--- config.mk ---
export PLATFORM = sky130hd
export DESIGN_NAME = chunked_addsub
export DESIGN_NICKNAME = d
export VERILOG_FILES = /design/src/rtl/chunked_addsub_pkg.sv /design/src/rtl/chunked_addsub_chunk_adder.sv /design/src/rtl/chunked_addsub_full_adder.sv /design/src/rtl/chunked_addsub.sv
export SDC_FILE = /design/constraint.sdc
export NUM_CORES = 1
export LEC_CHECK = 0
export CORE_ASPECT_RATIO = 0.6
export CORE_UTILIZATION = 25
export CTS_BUF_LIST = sky130_fd_sc_hd__clkbuf_4 sky130_fd_sc_hd__clkbuf_8
export DETAILED_ROUTE_END_ITERATION = 8
export GPL_TIMING_DRIVEN = 0
export SLEW_MARGIN = 20
export SYNTH_ARGS = -nofsm -noshare
export SYNTH_HDL_FRONTEND = slang
export SYNTH_HIERARCHICAL = 1
export SYNTH_SLANG_ARGS = --single-unit
--- constraint.sdc ---
create_clock -name clk -period 4.1 [get_ports clk]
set_input_delay 0.615 -clock clk [delete_from_list [all_inputs] [get_ports clk]]
set_output_delay 0.615 -clock clk [all_outputs]
set_load 0.05 [all_outputs]
--- src/rtl/chunked_addsub_pkg.sv ---
// Shared types and elaboration helpers for the chunked adder/subtractor.
package chunked_addsub_pkg;

  typedef enum logic [1:0] {
    StIdle,
    StRun,
    StDone
  } state_e;

  // Index width; never below one bit so a single-chunk build still has a register.
  function automatic int unsigned clog2(input int unsigned n);
    int unsigned w;
    w = 1;
    while ((1 << w) < n) w++;
    return w;
  endfunction

  function automatic int unsigned nchunk(input int unsigned width, input int unsigned chunk);
    return width / chunk;
  endfunction

endpackage

--- src/rtl/chunked_addsub_chunk_adder.sv ---
// CHUNK-bit ripple adder; also exposes the carry into its top bit for overflow detection.
module chunked_addsub_chunk_adder #(
  parameter int unsigned CHUNK = 4
) (
  input  logic [CHUNK-1:0] a,
  input  logic [CHUNK-1:0] b,
  input  logic             cin,
  output logic [CHUNK-1:0] s,
  output logic             cout,
  output logic             c_msb
);

  logic [CHUNK:0] c;

  assign c[0] = cin;

  for (genvar i = 0; i < CHUNK; i++) begin : gen_bit
    chunked_addsub_full_adder u_fa (
      .a   (a[i]),
      .b   (b[i]),
      .cin (c[i]),
      .s   (s[i]),
      .cout(c[i+1])
    );
  end

  assign cout  = c[CHUNK];
  assign c_msb = c[CHUNK-1];

endmodule

--- src/rtl/chunked_addsub_full_adder.sv ---
// One-bit full adder, the cell of the chunk ripple chain.
module chunked_addsub_full_adder (
  input  logic a,
  input  logic b,
  input  logic cin,
  output logic s,
  output logic cout
);

  assign s    = a ^ b ^ cin;
  assign cout = (a & b) | (cin & (a ^ b));

endmodule

--- src/rtl/chunked_addsub.sv ---
// Multi-cycle WIDTH-bit add/sub, CHUNK bits per clock, valid/ready on both sides.
module chunked_addsub
  import chunked_addsub_pkg::*;
#(
  parameter int unsigned WIDTH = 16,
  parameter int unsigned CHUNK = 4
) (
  input  logic             clk,
  input  logic             rst_n,
  input  logic             in_valid,
  output logic             in_ready,
  input  logic [WIDTH-1:0] x,
  input  logic [WIDTH-1:0] y,
  input  logic             sub,
  output logic             out_valid,
  input  logic             out_ready,
  output logic [WIDTH-1:0] sum,
  output logic             cout,
  output logic             ovf,
  output logic             zero
);

  localparam int unsigned NCHUNK = nchunk(WIDTH, CHUNK);
  localparam int unsigned IDX_W  = clog2(NCHUNK);
  localparam logic [IDX_W-1:0] LAST_IDX = IDX_W'(NCHUNK - 1);

  if (CHUNK == 0 || CHUNK > WIDTH || (WIDTH % CHUNK) != 0) begin : gen_bad_params
    $error("chunked_addsub: WIDTH must be a nonzero multiple of CHUNK");
  end

  state_e           state_q, state_d;
  logic [WIDTH-1:0] a_q, a_d, b_q, b_d, sum_q, sum_d;
  logic [IDX_W-1:0] idx_q, idx_d;
  logic             carry_q, carry_d, cout_q, cout_d, ovf_q, ovf_d, zero_q, zero_d;

  logic [CHUNK-1:0] a_chunk, b_chunk, s_chunk;
  logic             c_out, c_msb;

  assign a_chunk = a_q[idx_q*CHUNK +: CHUNK];
  assign b_chunk = b_q[idx_q*CHUNK +: CHUNK];

  chunked_addsub_chunk_adder #(
    .CHUNK(CHUNK)
  ) u_chunk_adder (
    .a    (a_chunk),
    .b    (b_chunk),
    .cin  (carry_q),
    .s    (s_chunk),
    .cout (c_out),
    .c_msb(c_msb)
  );

  always_comb begin
    state_d = state_q;
    a_d     = a_q;
    b_d     = b_q;
    carry_d = carry_q;
    idx_d   = idx_q;
    sum_d   = sum_q;
    cout_d  = cout_q;
    ovf_d   = ovf_q;
    zero_d  = zero_q;
    unique case (state_q)
      StIdle: begin
        if (in_valid) begin
          // Subtraction is x + ~y + 1: invert here, seed the carry with sub.
          a_d     = x;
          b_d     = y ^ {WIDTH{sub}};
          carry_d = sub;
          idx_d   = '0;
          state_d = StRun;
        end
      end
      StRun: begin
        sum_d[idx_q*CHUNK +: CHUNK] = s_chunk;
        carry_d = c_out;
        idx_d   = idx_q + 1'b1;
        if (idx_q == LAST_IDX) begin
          cout_d  = c_out;
          ovf_d   = c_msb ^ c_out;
          zero_d  = (sum_d == '0);
          state_d = StDone;
        end
      end
      StDone: begin
        if (out_ready) state_d = StIdle;
      end
      default: state_d = StIdle;
    endcase
  end

  always_ff @(posedge clk) begin
    if (!rst_n) begin
      state_q <= StIdle;
      a_q     <= '0;
      b_q     <= '0;
      carry_q <= 1'b0;
      idx_q   <= '0;
      sum_q   <= '0;
      cout_q  <= 1'b0;
      ovf_q   <= 1'b0;
      zero_q  <= 1'b0;
    end else begin
      state_q <= state_d;
      a_q     <= a_d;
      b_q     <= b_d;
      carry_q <= carry_d;
      idx_q   <= idx_d;
      sum_q   <= sum_d;
      cout_q  <= cout_d;
      ovf_q   <= ovf_d;
      zero_q  <= zero_d;
    end
  end

  assign in_ready  = (state_q == StIdle);
  assign out_valid = (state_q == StDone);
  assign sum       = sum_q;
  assign cout      = cout_q;
  assign ovf       = ovf_q;
  assign zero      = zero_q;

endmodule

==> impl_metrics.yaml <==
logic_synthesis:
  synthAdderAreaFrac_pct: 5.53
  synth_nets: 342
  synth_cell_types: 40
  ys_ff_latch: 56
  seq_area_frac_synth_pct: 40.0
  async_flop_share_pct: 0
  synth_enable_flop_cells: 0
  synthSimpleGateAreaFrac_pct: 19.6
  netlist_area_um2: 2810
  syn_area_per_cell_um2: 9.51
  synth_top_flop_cell: "dfxtp_1"
  synth_compound_area_share_pct: 19.3
  synth-xor-area-share_pct: 5.31
  synth_top_family_by_area: "simple AND/OR/NAND/NOR gates"
  ys_warn_count: 6
  synth_cells: 295
  muxShareOfSynthArea_pct: 6.96
layout:
  synthToLayoutAreaGrowth_pct: 30.3
  drive_above_1_share_pct: 8.06
  final_common_cell: "nand2_1"
  regArea_um2: 1120
  fillers: 1103
  design_area_um2: 3660
  nNetsFinal: 406
  multi_input_area_um2: 1590
  diodes: 0
  layout_common_cells: "62 x nand2_1, 56 x clkdlybuf4s50_1, 55 x dfxtp_1"
placement:
  dp_slack_ps: -362
  hpwlAfterDp_um: 5610
  port_buffers: 56
  gp_congestion: 0.883
  placed_cell_area_um2: 3540
setup_path:
  worst_ep_arrival_time_ps: 4220
  cp.required_ps: 4340
  crit_path_start_kind: "flip-flop"
  worst_r2r_path_depth: 9
  end_kind: "flip-flop"
  setup.worst_path.class: "flip-flop to flip-flop"
  crit_fanout: 10
floorplanning:
  die_area_um2: 11700
  ioPinCount: 58
  core_area_um2: 10700
  die_w_um: 139
  rows: 29
  die_h_um: 84.1
  start_util_pct: 26.1
drt:
  ant_nets: 0
  drtIter0Drc: 183
  vias: 2334
  routed_wl_um: 7260
  vias_per_cell: 4.68
  drtPass1Iterations: 7
  drcViolationCount: 6
  wire_per_inst_um: 14.6
grt:
  track_usage_pct: 13.2
  grt-ovfl-total: 0
  grt_max_degree: 19
  antenna_found_initial: 0
  grt_pass1_vias: 2287
  grt_pass1_wl_um: 12000
min_path:
  holdPathStages: 2
  min_path_type: "flip-flop to flip-flop"
timing:
  min_period_ps: 3990
  clock_skew_ps: 15.3
  max_freq_mhz: 251
  worst_slew_pin_slew_ps: 532
  slew_viol_final: 0
  setup_viol: 0
  layout_setup_ws_ps: 112
  fin_tns_setup_ps: 0
  fin_crit_sh_pct: 97.3
  slew_headroom_pct: 64.4
  hold_violations: 0
  rsz0062_at_grt: "false"
power_and_ir_drop:
  irDropWorstVdd_v: 0.000124
  powerDensity_nw_per_um2: 321
  p_total_mw: 1.17
  p_leak_nw: 1.43
clock_network:
  path_clk_slew_ps: 110
  cts_tree: "yes"
  cts_root_buf: "clkbuf_8"
  cts_made_buffers: 5
  htree_levels: 2
  ctsHoldBuffers: 0
  clock_sinks: 56
  cts_buffer_depth: 2
  insertion_delay_ps: 320
run:
  maxCapViolations: 0
outcome:
  status: "complete, but fails checks"
  violations: "DRC"
[synth_stat cells, types with 2 or more instances]
cell type	n	share of area [%]
nand2_1	62	8.3
dfxtp_1	56	40
a21boi_1	21	5.6
o211a_1	16	5.7
xnor2_1	16	5.0
nor2b_1	13	2.9
clkbuf_1	12	1.6
nand3_1	9	1.6
a22oi_1	8	2.1
mux4_2	8	6.4
and2_1	6	1.3
buf_2	6	1.1
ha_1	6	2.7
nor2_1	6	0.80
a21boi_0	5	1.3
a21oi_1	4	0.71
a32oi_1	4	1.2
fa_1	4	2.9
nor4_1	4	0.89
and3b_1	3	0.94
buf_1	3	0.40
inv_1	2	0.27
nand2b_1	2	0.45
nor3b_1	2	0.54
o22ai_1	2	0.45
[sequential cells by signal (all words and copies together) (netlist names)]
signal   cells
state_q      2
zero         1
carry_q      1
sum         16
idx_q        2
ovf          1
a_q         16
b_q         16
cout         1
[worst max-delay path, cell delays in order, from the launching register on]
cell,delay [ps]
dfxtp_4,440
buf_8,180
mux4_2,550
fa_1,450
fa_1,390
fa_1,450
fa_2,510
a32o_1,240
or4_4,520
o31ai_2,170
[path summary, 6_finish.rpt]
kind	end	from	slack, ps
max	zero	idx_q[0]	110
min	a_q[6]	a_q[6]	460
max reg2reg	zero	idx_q[0]	110
min reg2reg	a_q[6]	a_q[6]	460
[through the flow]
step | hold WS (ps) | utilization [%] | instances
after floorplan | 432 | - | 295
after global placement | 437 | 33.0 | 490
after detailed placement | 445 | 33.0 | 490
after CTS | 460 | 33.9 | 498
after global routing | 482 | 34.0 | 499
final | 461 | 34.0 | 499
[layer usage]
metal,part of all wire [%],up-vias,GRT usage [%]
met4,0.61,0,2.42
met3,6.3,4,3.67
li1,-,1172,-
met1,54,1087,19.6
met2,39,71,18.8
met5,0,-,0
[cell families after synthesis]
kind of cell,after synthesis
AND/OR/NAND/NOR,113
AO/OA/AOI/OAI,67
flip-flops,56
buffers and inverters,23
XOR/XNOR,17
adder cells (fa/ha/maj),10
multiplexers,9
[layout make-up]
| class | count | share of cell area, % |
|---|---|---|
| sequential | 56 | 30.8 |
| inverter | 2 | 0.205 |
| timing repair buffer | 57 | 15.5 |
| multi-input combinational | 216 | 43.6 |
| clock inverter | 3 | 0.616 |
| tap | 139 | 4.76 |
| buffer | 21 | 2.67 |
| clock buffer | 5 | 1.88 |
[power breakdown]
part           switching (mW)  internal [mW]
Clock                   0.187          0.123
Sequential             0.0191          0.573
Combinational           0.143          0.127
[what timing repair did]
action,4_1_cts,5_1_grt
setup buffers,0,1
setup endpoints to repair,1,1
endpoints found under the hold margin,0,0
pin swaps,0,1
gates resized for setup,5,2
Power figures use the tool's default switching activity.
